### src/rtl/video_stream_decoder.sv
// video_stream_decoder
// Receives the line-buffer video stream and recovers pixel coordinates,
// per-line width and sideband fields, and per-frame geometry. It also flags
// protocol violations for each frame.
//
// Ports
//   clk_vid       video clock; all logic runs on the rising edge
//   reset         synchronous, active-high
//   vsync_in      1-cycle frame-start pulse
//   hsync_in      1-cycle line-start pulse
//   de_in         pixel valid, contiguous per line
//   rgb_in        pixel data while de_in=1; sideband word on the first cycle
//                 with de_in=0 after a burst
//   pix_valid     registered copy of accepted de_in
//   pix_x/pix_y   0-based column/row of pix_rgb
//   pix_rgb       pixel data
//   line_done     1-cycle pulse after a line's sideband is decoded
//   line_width    de count of the last completed line
//   slot          sideband [16:14] of the last line
//   line_224      sideband [13] of the last line
//   frame_done    1-cycle pulse on a vsync that closes a non-empty frame
//   frame_width   width of the closed frame's first line
//   frame_height  number of lines in the closed frame
//   err_width     closed frame had a line whose width differed from the first
//   err_sync      closed frame had a sync/de violation
//   err_sideband  closed frame had a malformed sideband word
//
// State | meaning
//   IDLE      | after reset; everything is ignored until vsync
//   LINE_WAIT | inside a frame, de low
//   ACTIVE    | de burst in progress
//   TRAIL     | cycle after the sideband word; a burst starting here is an error
module video_stream_decoder (
  input  logic        clk_vid,
  input  logic        reset,
  input  logic        vsync_in,
  input  logic        hsync_in,
  input  logic        de_in,
  input  logic [23:0] rgb_in,
  output logic        pix_valid,
  output logic [9:0]  pix_x,
  output logic [9:0]  pix_y,
  output logic [23:0] pix_rgb,
  output logic        line_done,
  output logic [9:0]  line_width,
  output logic [2:0]  slot,
  output logic        line_224,
  output logic        frame_done,
  output logic [9:0]  frame_width,
  output logic [9:0]  frame_height,
  output logic        err_width,
  output logic        err_sync,
  output logic        err_sideband
);

  typedef enum logic [1:0] {IDLE, LINE_WAIT, ACTIVE, TRAIL} state_t;

  localparam logic [9:0] CNT_MAX = 10'h3FF;

  state_t     state, state_next;
  logic [9:0] x_cnt, y_cnt, first_width;
  logic       loc_err_width, loc_err_sync, loc_err_sb;
  logic       burst_since_hs;

  logic       line_end, burst_start, pix_take, frame_close, proto_err;
  logic [9:0] y_after, fw_after, x_next;
  logic       ew_after, es_after, esb_after;

  // The first de=0 cycle of ACTIVE carries the sideband word, so the line is
  // closed there and line_* outputs appear one cycle later while in TRAIL.
  // A vsync on that cycle still counts the line before closing the frame.
  always_comb begin
    state_next  = state;
    line_end    = 1'b0;
    burst_start = 1'b0;
    pix_take    = 1'b0;
    frame_close = 1'b0;
    proto_err   = 1'b0;
    case (state)
      IDLE: begin
        if (vsync_in) state_next = LINE_WAIT;
      end
      LINE_WAIT: begin
        if (vsync_in) begin
          frame_close = 1'b1;
        end else if (de_in) begin
          burst_start = 1'b1;
          pix_take    = 1'b1;
          state_next  = ACTIVE;
        end
      end
      ACTIVE: begin
        if (de_in) begin
          if (vsync_in) begin
            frame_close = 1'b1;
            state_next  = LINE_WAIT;
          end else begin
            pix_take = 1'b1;
          end
        end else begin
          line_end = 1'b1;
          if (vsync_in) begin
            frame_close = 1'b1;
            state_next  = LINE_WAIT;
          end else begin
            state_next = TRAIL;
          end
        end
      end
      TRAIL: begin
        if (vsync_in) begin
          frame_close = 1'b1;
          state_next  = LINE_WAIT;
        end else if (de_in) begin
          burst_start = 1'b1;
          pix_take    = 1'b1;
          proto_err   = 1'b1;
          state_next  = ACTIVE;
        end else begin
          state_next = LINE_WAIT;
        end
      end
      default: state_next = IDLE;
    endcase

    if (burst_start && burst_since_hs && !hsync_in) proto_err = 1'b1;
    if (hsync_in && de_in && state != IDLE && !vsync_in) proto_err = 1'b1;
    if (pix_take && !burst_start && x_cnt == CNT_MAX) proto_err = 1'b1;
    if (line_end && y_cnt == CNT_MAX) proto_err = 1'b1;

    x_next    = burst_start ? 10'd1 : ((x_cnt == CNT_MAX) ? CNT_MAX : x_cnt + 10'd1);
    y_after   = (line_end && y_cnt != CNT_MAX) ? y_cnt + 10'd1 : y_cnt;
    fw_after  = (line_end && y_cnt == 10'd0) ? x_cnt : first_width;
    ew_after  = loc_err_width | (line_end && y_cnt != 10'd0 && x_cnt != first_width);
    es_after  = loc_err_sync | proto_err;
    esb_after = loc_err_sb | (line_end && ((|rgb_in[23:17]) || (|rgb_in[12:0])));
  end

  always_ff @(posedge clk_vid) begin
    if (reset) begin
      state          <= IDLE;
      x_cnt          <= '0;
      y_cnt          <= '0;
      first_width    <= '0;
      loc_err_width  <= 1'b0;
      loc_err_sync   <= 1'b0;
      loc_err_sb     <= 1'b0;
      burst_since_hs <= 1'b0;
      pix_valid      <= 1'b0;
      pix_x          <= '0;
      pix_y          <= '0;
      pix_rgb        <= '0;
      line_done      <= 1'b0;
      line_width     <= '0;
      slot           <= '0;
      line_224       <= 1'b0;
      frame_done     <= 1'b0;
      frame_width    <= '0;
      frame_height   <= '0;
      err_width      <= 1'b0;
      err_sync       <= 1'b0;
      err_sideband   <= 1'b0;
    end else begin
      state      <= state_next;
      pix_valid  <= pix_take;
      line_done  <= line_end;
      frame_done <= 1'b0;
      if (pix_take) begin
        pix_x   <= burst_start ? 10'd0 : x_cnt;
        pix_y   <= y_cnt;
        pix_rgb <= rgb_in;
        x_cnt   <= x_next;
      end
      if (line_end) begin
        line_width <= x_cnt;
        slot       <= rgb_in[16:14];
        line_224   <= rgb_in[13];
      end
      if (vsync_in) begin
        if (frame_close && y_after != 10'd0) begin
          frame_done   <= 1'b1;
          frame_width  <= fw_after;
          frame_height <= y_after;
          err_width    <= ew_after;
          err_sync     <= es_after;
          err_sideband <= esb_after;
        end
        x_cnt          <= '0;
        y_cnt          <= '0;
        first_width    <= '0;
        loc_err_width  <= 1'b0;
        loc_err_sb     <= 1'b0;
        // a pixel dropped under vsync is charged to the new frame
        loc_err_sync   <= de_in;
        burst_since_hs <= 1'b0;
      end else begin
        y_cnt         <= y_after;
        first_width   <= fw_after;
        loc_err_width <= ew_after;
        loc_err_sync  <= es_after;
        loc_err_sb    <= esb_after;
        if (burst_start) burst_since_hs <= 1'b1;
        else if (hsync_in) burst_since_hs <= 1'b0;
      end
    end
  end

endmodule

### config.mk
export PLATFORM = sky130hd
export DESIGN_NAME = video_stream_decoder
export DESIGN_NICKNAME = d
export VERILOG_FILES = /design/src/rtl/video_stream_decoder.sv
export SDC_FILE = /design/constraint.sdc
export NUM_CORES = 1
export LEC_CHECK = 0
export CAP_MARGIN = 20
export CORE_UTILIZATION = 46
export CTS_CLUSTER_SIZE = 25
export DETAILED_ROUTE_END_ITERATION = 10
export HOLD_SLACK_MARGIN = 0.15
export PLACE_DENSITY = 0.75
export RECOVER_POWER = 50
export SLEW_MARGIN = 0
export SYNTH_ARGS = -nofsm -noshare
export SYNTH_HDL_FRONTEND = slang
export SYNTH_SLANG_ARGS = --single-unit
### constraint.sdc
create_clock -name clk_vid -period 4 [get_ports clk_vid]
set_clock_uncertainty 0.15 [all_clocks]
set_input_delay 0.4 -clock clk_vid [delete_from_list [all_inputs] [get_ports clk_vid]]
set_output_delay 0.4 -clock clk_vid [all_outputs]
set_load 0.02 [all_outputs]
### Word level (Yosys, flattened, before mapping)

Cells that the tools add are included.

| storage, ports and cells | value |
|---|---|
| register bits after elaboration | 120 |
| latch bits | 0 |
| bits in writable memories | 0 |
| ROM bits | 0 |
| input bits | 29 |
| output and inout bits | 84 |
| memories kept | 0 |

| operators by class | value |
|---|---|
| add/subtract/negate cells | 2 |
| $mul | 0 |
| div/mod/pow operators | 0 |
| $lt $le $gt $ge | 0 |
| eq/ne operators | 9 |
| shift-type cells | 0 |
| multiplexer cells | 32 |
| bitwise logic cells | 4 |
| reduce and logical (&&, ||, !) cells | 32 |

Operators with widths:

| operator | number |
|---|---|
| 10-bit 2-to-1 mux | 5 |
| 10-bit by 1-bit adder with 10-bit output, second input constant | 2 |
| 10-bit equality test, second input constant | 2 |
| 10-bit nonzero test | 2 |
| 1-bit 2-to-1 mux | 18 |
| 1-bit logical AND | 14 |
| 2-bit 2-to-1 mux | 7 |
| 13-bit OR reduction | 1 |
| 10-bit logical NOT | 1 |
| 10-bit != test | 1 |
| 10-bit != test, second input constant | 1 |
| 2-bit case mux with 4 select lines | 1 |
| 7-bit OR reduction | 1 |
| 2-bit OR reduction | 3 |
| 2-bit equality test, second input constant | 2 |
| 2-bit != test, second input constant | 2 |
| 2-bit AND reduction | 2 |
| 2-bit nonzero test | 2 |
| 1-bit logical NOT | 3 |
| 1-bit bitwise OR | 3 |
| 3-bit OR reduction | 1 |
| 2-bit by 1-bit equality test with 1-bit output, second input constant | 1 |
| 2-bit logical NOT | 1 |
| 1-bit case mux with 2 select lines | 1 |
| other kinds (2) | 2 |

### Depth between registers and ports, before layout

| logic depth | value |
|---|---|
| depth in word-level cells | 11 |
| mapped depth | 8 |

### Worst setup path before layout

OpenSTA, ideal clock, no wires.

| timing path | value |
|---|---|
| path type | register to register |
| start | register y_cnt[0] |
| end | register frame_width[1] |
| setup time | 0.121 ns |
| arrival | 2.251 ns |
| path slack | 1.478 ns |
| stages on the path, launching flop included | 9 |
| buffers on the path | 1 |
| period minus slack after synthesis | 2.522 ns |
| path through | dfxtp_1 ha_1 nand3_1 o31a_1 nor3b_1 o221a_4 a31oi_4 buf_6 mux2_4 |

| between the ends | value |
|---|---|
| longest elaborated chain between the ends | 6 |

RTL lines:

| item | line | RTL |
|---|---|---|
| from (decl) | 61 | `logic [9:0] x_cnt, y_cnt, first_width;` |
| from (signal assigned) | 197 | `y_cnt <= y_after;` |
| branches (longest 6 deep; another with 10-bit by 1-bit adder with 10-bit output) | -- |  |
| to (signal assigned) | 182 | `frame_width <= fw_after;` |
| to (decl) | 49 | `output logic [9:0] frame_width,` |

Parallel ways; which one is timed is not known.
A chain may end at the register's enable or synchronous reset.

### Worst setup path in the final report

| timing path | value |
|---|---|
| start | input port reset |
| end | register line_224 |

RTL lines:

| item | line | RTL |
|---|---|---|
| from (decl) | 35 | `input logic reset,` |
| to (signal assigned) | 177 | `line_224 <= rgb_in[13];` |
| to (decl) | 47 | `output logic line_224,` |

No word-level cell between the ends.

==> reports/results.tsv <==
metric	value	unit
NumNets Final	723	
CTS max path bufs	2	
# IOs	113	
Tcrit/Tclk final	0.7893	
worst skew pair latency	0.52	ns
status	finished with violations	
Req. time, crit path	4.17	ns
vias	4584	
most common cell after layout, fill and taps aside	dfxtp_1	
Routability Congestion	0.8630	
# hold bufs at CTS	0	
CTS Buf Count	17	
Core Rows	37	
Area contributors post-synth	dfxtp_1, nand2_1, a21oi_1	
HP Start	line_width[3]$_SDFFE_PP0P_	
leakage power	2.682	nW
Flop pwr share	0.431	
Hold Slack	0.2985	ns
type of the worst min-delay path	flop to flop	
RR Startpoint	state[1]$_SDFFE_PP0P_	
Startpoint Class	primary input	
largest net degree at the start of global routing	53	
syn avg cell area	8.393	um^2
Max-Cap Viols	2	
share of cells above drive strength 1	0.07681	
Post-Synthesis Cell Area	0.005052	mm^2
DR WL/cell	15.86	um
Routed Wire Length	13310	um
Post-synth ARST share	0	
CTS tree	built	
Syn Inst Count	602	
Vias/cell	5.464	
power per cell area	414.4	mW/mm^2
post-cts resize count	0	
area fraction of the dominant cell type after synthesis	0.4755	
Logic pwr share	0.044	
most frequent cells in the layout	dfxtp_1, nand2_1, a21oi_1	
Clk network pwr share	0.525	
register bit total from synthesis	120	
Setup crit end	line_224$_SDFFE_PP0P_	
Layout Area Growth over Synthesis	34.37	%
die footprint	0.01141	mm^2
Slew @ Worst Pin	2.269	ns
antenna violations before repair	0	
Ant. Diodes	0	
count of different cell masters after synthesis	53	
die width	106.8	um
Setup crit start	reset	
PortBufs	112	
RSZ-0062 raised after global routing	false	
CTS Root Cell	clkbuf_8	
Syn. warnings	0	
Fill cells	862	
Final min period	3.157	ns
worst r2r path cells	6	
CP endpoint kind	flop	
Final Hold Viols	0	
Max Clk Rate	316.7	MHz
drc violations	0	
register area share after synthesis	0.4755	
VDD IR max	0.4011	mV
gr ovfl total	0	
Psw	596.8	uW
clk slew on worst S/H paths	0.05	ns
initial DRC count	307	
Final Setup Violations	0	
EDFF count, synth	0	
arrival time at the worst endpoint	3.33	ns
CP max FO	52	
syn nets	634	
CTS sink cnt	120	
R2R Setup Slk	0.86	ns
Slew headroom	-0.5126	
Int Power	2.217	mW
Sw Share	0.2121	
leading area contributor after synthesis	dfxtp_1	
reg2reg end	err_sideband$_SDFFE_PP0P_	
Setup CP Type	primary input to flop	
Setup Buffers After CTS	0	
first-pass GRT wire length	21330	um
setup TNS	0	ns
Starting Density	0.4808	
Detail Route Antenna Nets	0	
Core Area	0.01051	mm^2
violated checks	capacitance limit, slew limit	
gr usage total	0.2397	
max-slew violations	53	
Final HPWL DP	9061	um
vias in the first global route	4366	
Die Y	106.8	um
drt pass-1 iters	5	
htree depth	4	
Synth Flop Type	dfxtp_1	
## critical path, cell delays in order
cell and delay (ns):
clkbuf_1 1.59, clkbuf_1 1.18, a21oi_1 0.13
## layout make-up
cell class	count	area, um^2	area share
Multi-Input combinational cell	427	2445	0.3601
Sequential cell	120	2402	0.3539
Timing Repair Buffer	119	1180	0.1738
Clock buffer	23	446.7	0.06579
Tap cell	136	170.2	0.02506
Clock inverter	8	122.6	0.01806
Inverter	6	22.52	0.003317
## logic make-up (layout without fill, tap and decap cells)
kind of cell               count (synthesis)  after routing  synth area share
AOI/OAI and AO/OA                        116            116            0.1382
xor gates and xnor gates                  11             11           0.01907
adders and majority gates                  3              3          0.007430
buffers and inverters                     55            156           0.04334
DFF                                      120            120            0.4755
muxes                                     36             36           0.08395
and+or+nand+nor                          261            261            0.2325
## flip-flops by register name (all words and copies together), names as in the netlist, 2 cells and up
name	cells
pix_rgb	24
first_width	10
frame_height	10
frame_width	10
line_width	10
pix_x	10
pix_y	10
x_cnt	10
y_cnt	10
slot	3
state	2
## how the worst min path moves through the flow
stage / endpoint / depth (start not counted)
6_report: line_width[3]$_SDFFE_PP0P_ / 2
5_1_grt: pix_rgb[7]$_SDFFE_PP0N_ / 3
4_1_cts: pix_rgb[7]$_SDFFE_PP0N_ / 3
3_5_place_dp: pix_rgb[11]$_SDFFE_PP0N_ / 2
3_3_place_gp: loc_err_sb$_SDFF_PP0_ / 2
2_1_floorplan: loc_err_width$_SDFF_PP0_ / 2
## cells in the mapped netlist (2+ instances only)
cell type and count:
ha_1 3, nor4_1 8, buf_1 6, dfxtp_1 120, mux2_2 4, a31oi_1 6
a31o_2 2, mux2_4 8, o21ai_1 2, a22oi_1 10, xor2_1 8, o21ai_0 6
or2_2 2, nor2_1 64, o31ai_1 3, mux2i_1 18, mux2_1 5, a21oi_1 73
and4_1 2, nand2b_1 4, nor2b_1 20, a41oi_1 2, a211o_1 2, nand3_1 12
inv_1 6, xnor2_1 3, clkbuf_1 40, nor3_1 12, and3_1 4, nand2_1 118
nand4_1 7
## power groups by stage
stage | sequential (mW) | clock, mW | combinational, mW
after floorplan | 1.25 | 0 | 0.0515
after global placement | 1.24 | 0 | 0.121
after detailed placement | 1.24 | 0 | 0.126
after CTS | 1.21 | 1.50 | 0.126
after global routing | 1.21 | 1.56 | 0.132
final | 1.21 | 1.48 | 0.123
## per-stage QoR
step / cell area [um^2] / utilization / setup WS [ns] / instances / power [mW]
after global routing: 6789 / 0.6460 / 0.6255 / 839 / 2.908
after global placement: 6201 / 0.5901 / 0.5880 / 807 / 1.359
after CTS: 6798 / 0.6469 / 0.8827 / 839 / 2.839
final: 6789 / 0.6460 / 0.8427 / 839 / 2.813
after floorplan: 5052 / - / 1.478 / 602 / 1.298
after detailed placement: 6228 / 0.5927 / 0.4883 / 808 / 1.364
## metal layers
| layer | vias up | GRT usage | part of all wire | wire length [um] |
|---|---|---|---|---|
| met5 | - | 0 | 0 | 0 |
| li1 | 2227 | - | - | - |
| met3 | 22 | 0.06018 | 0.051 | 683 |
| met2 | 137 | 0.4115 | 0.51 | 6802 |
| met4 | 0 | 0.09491 | 0.018 | 235 |
| met1 | 2198 | 0.2857 | 0.42 | 5586 |
(Power assumes the default switching activity.)
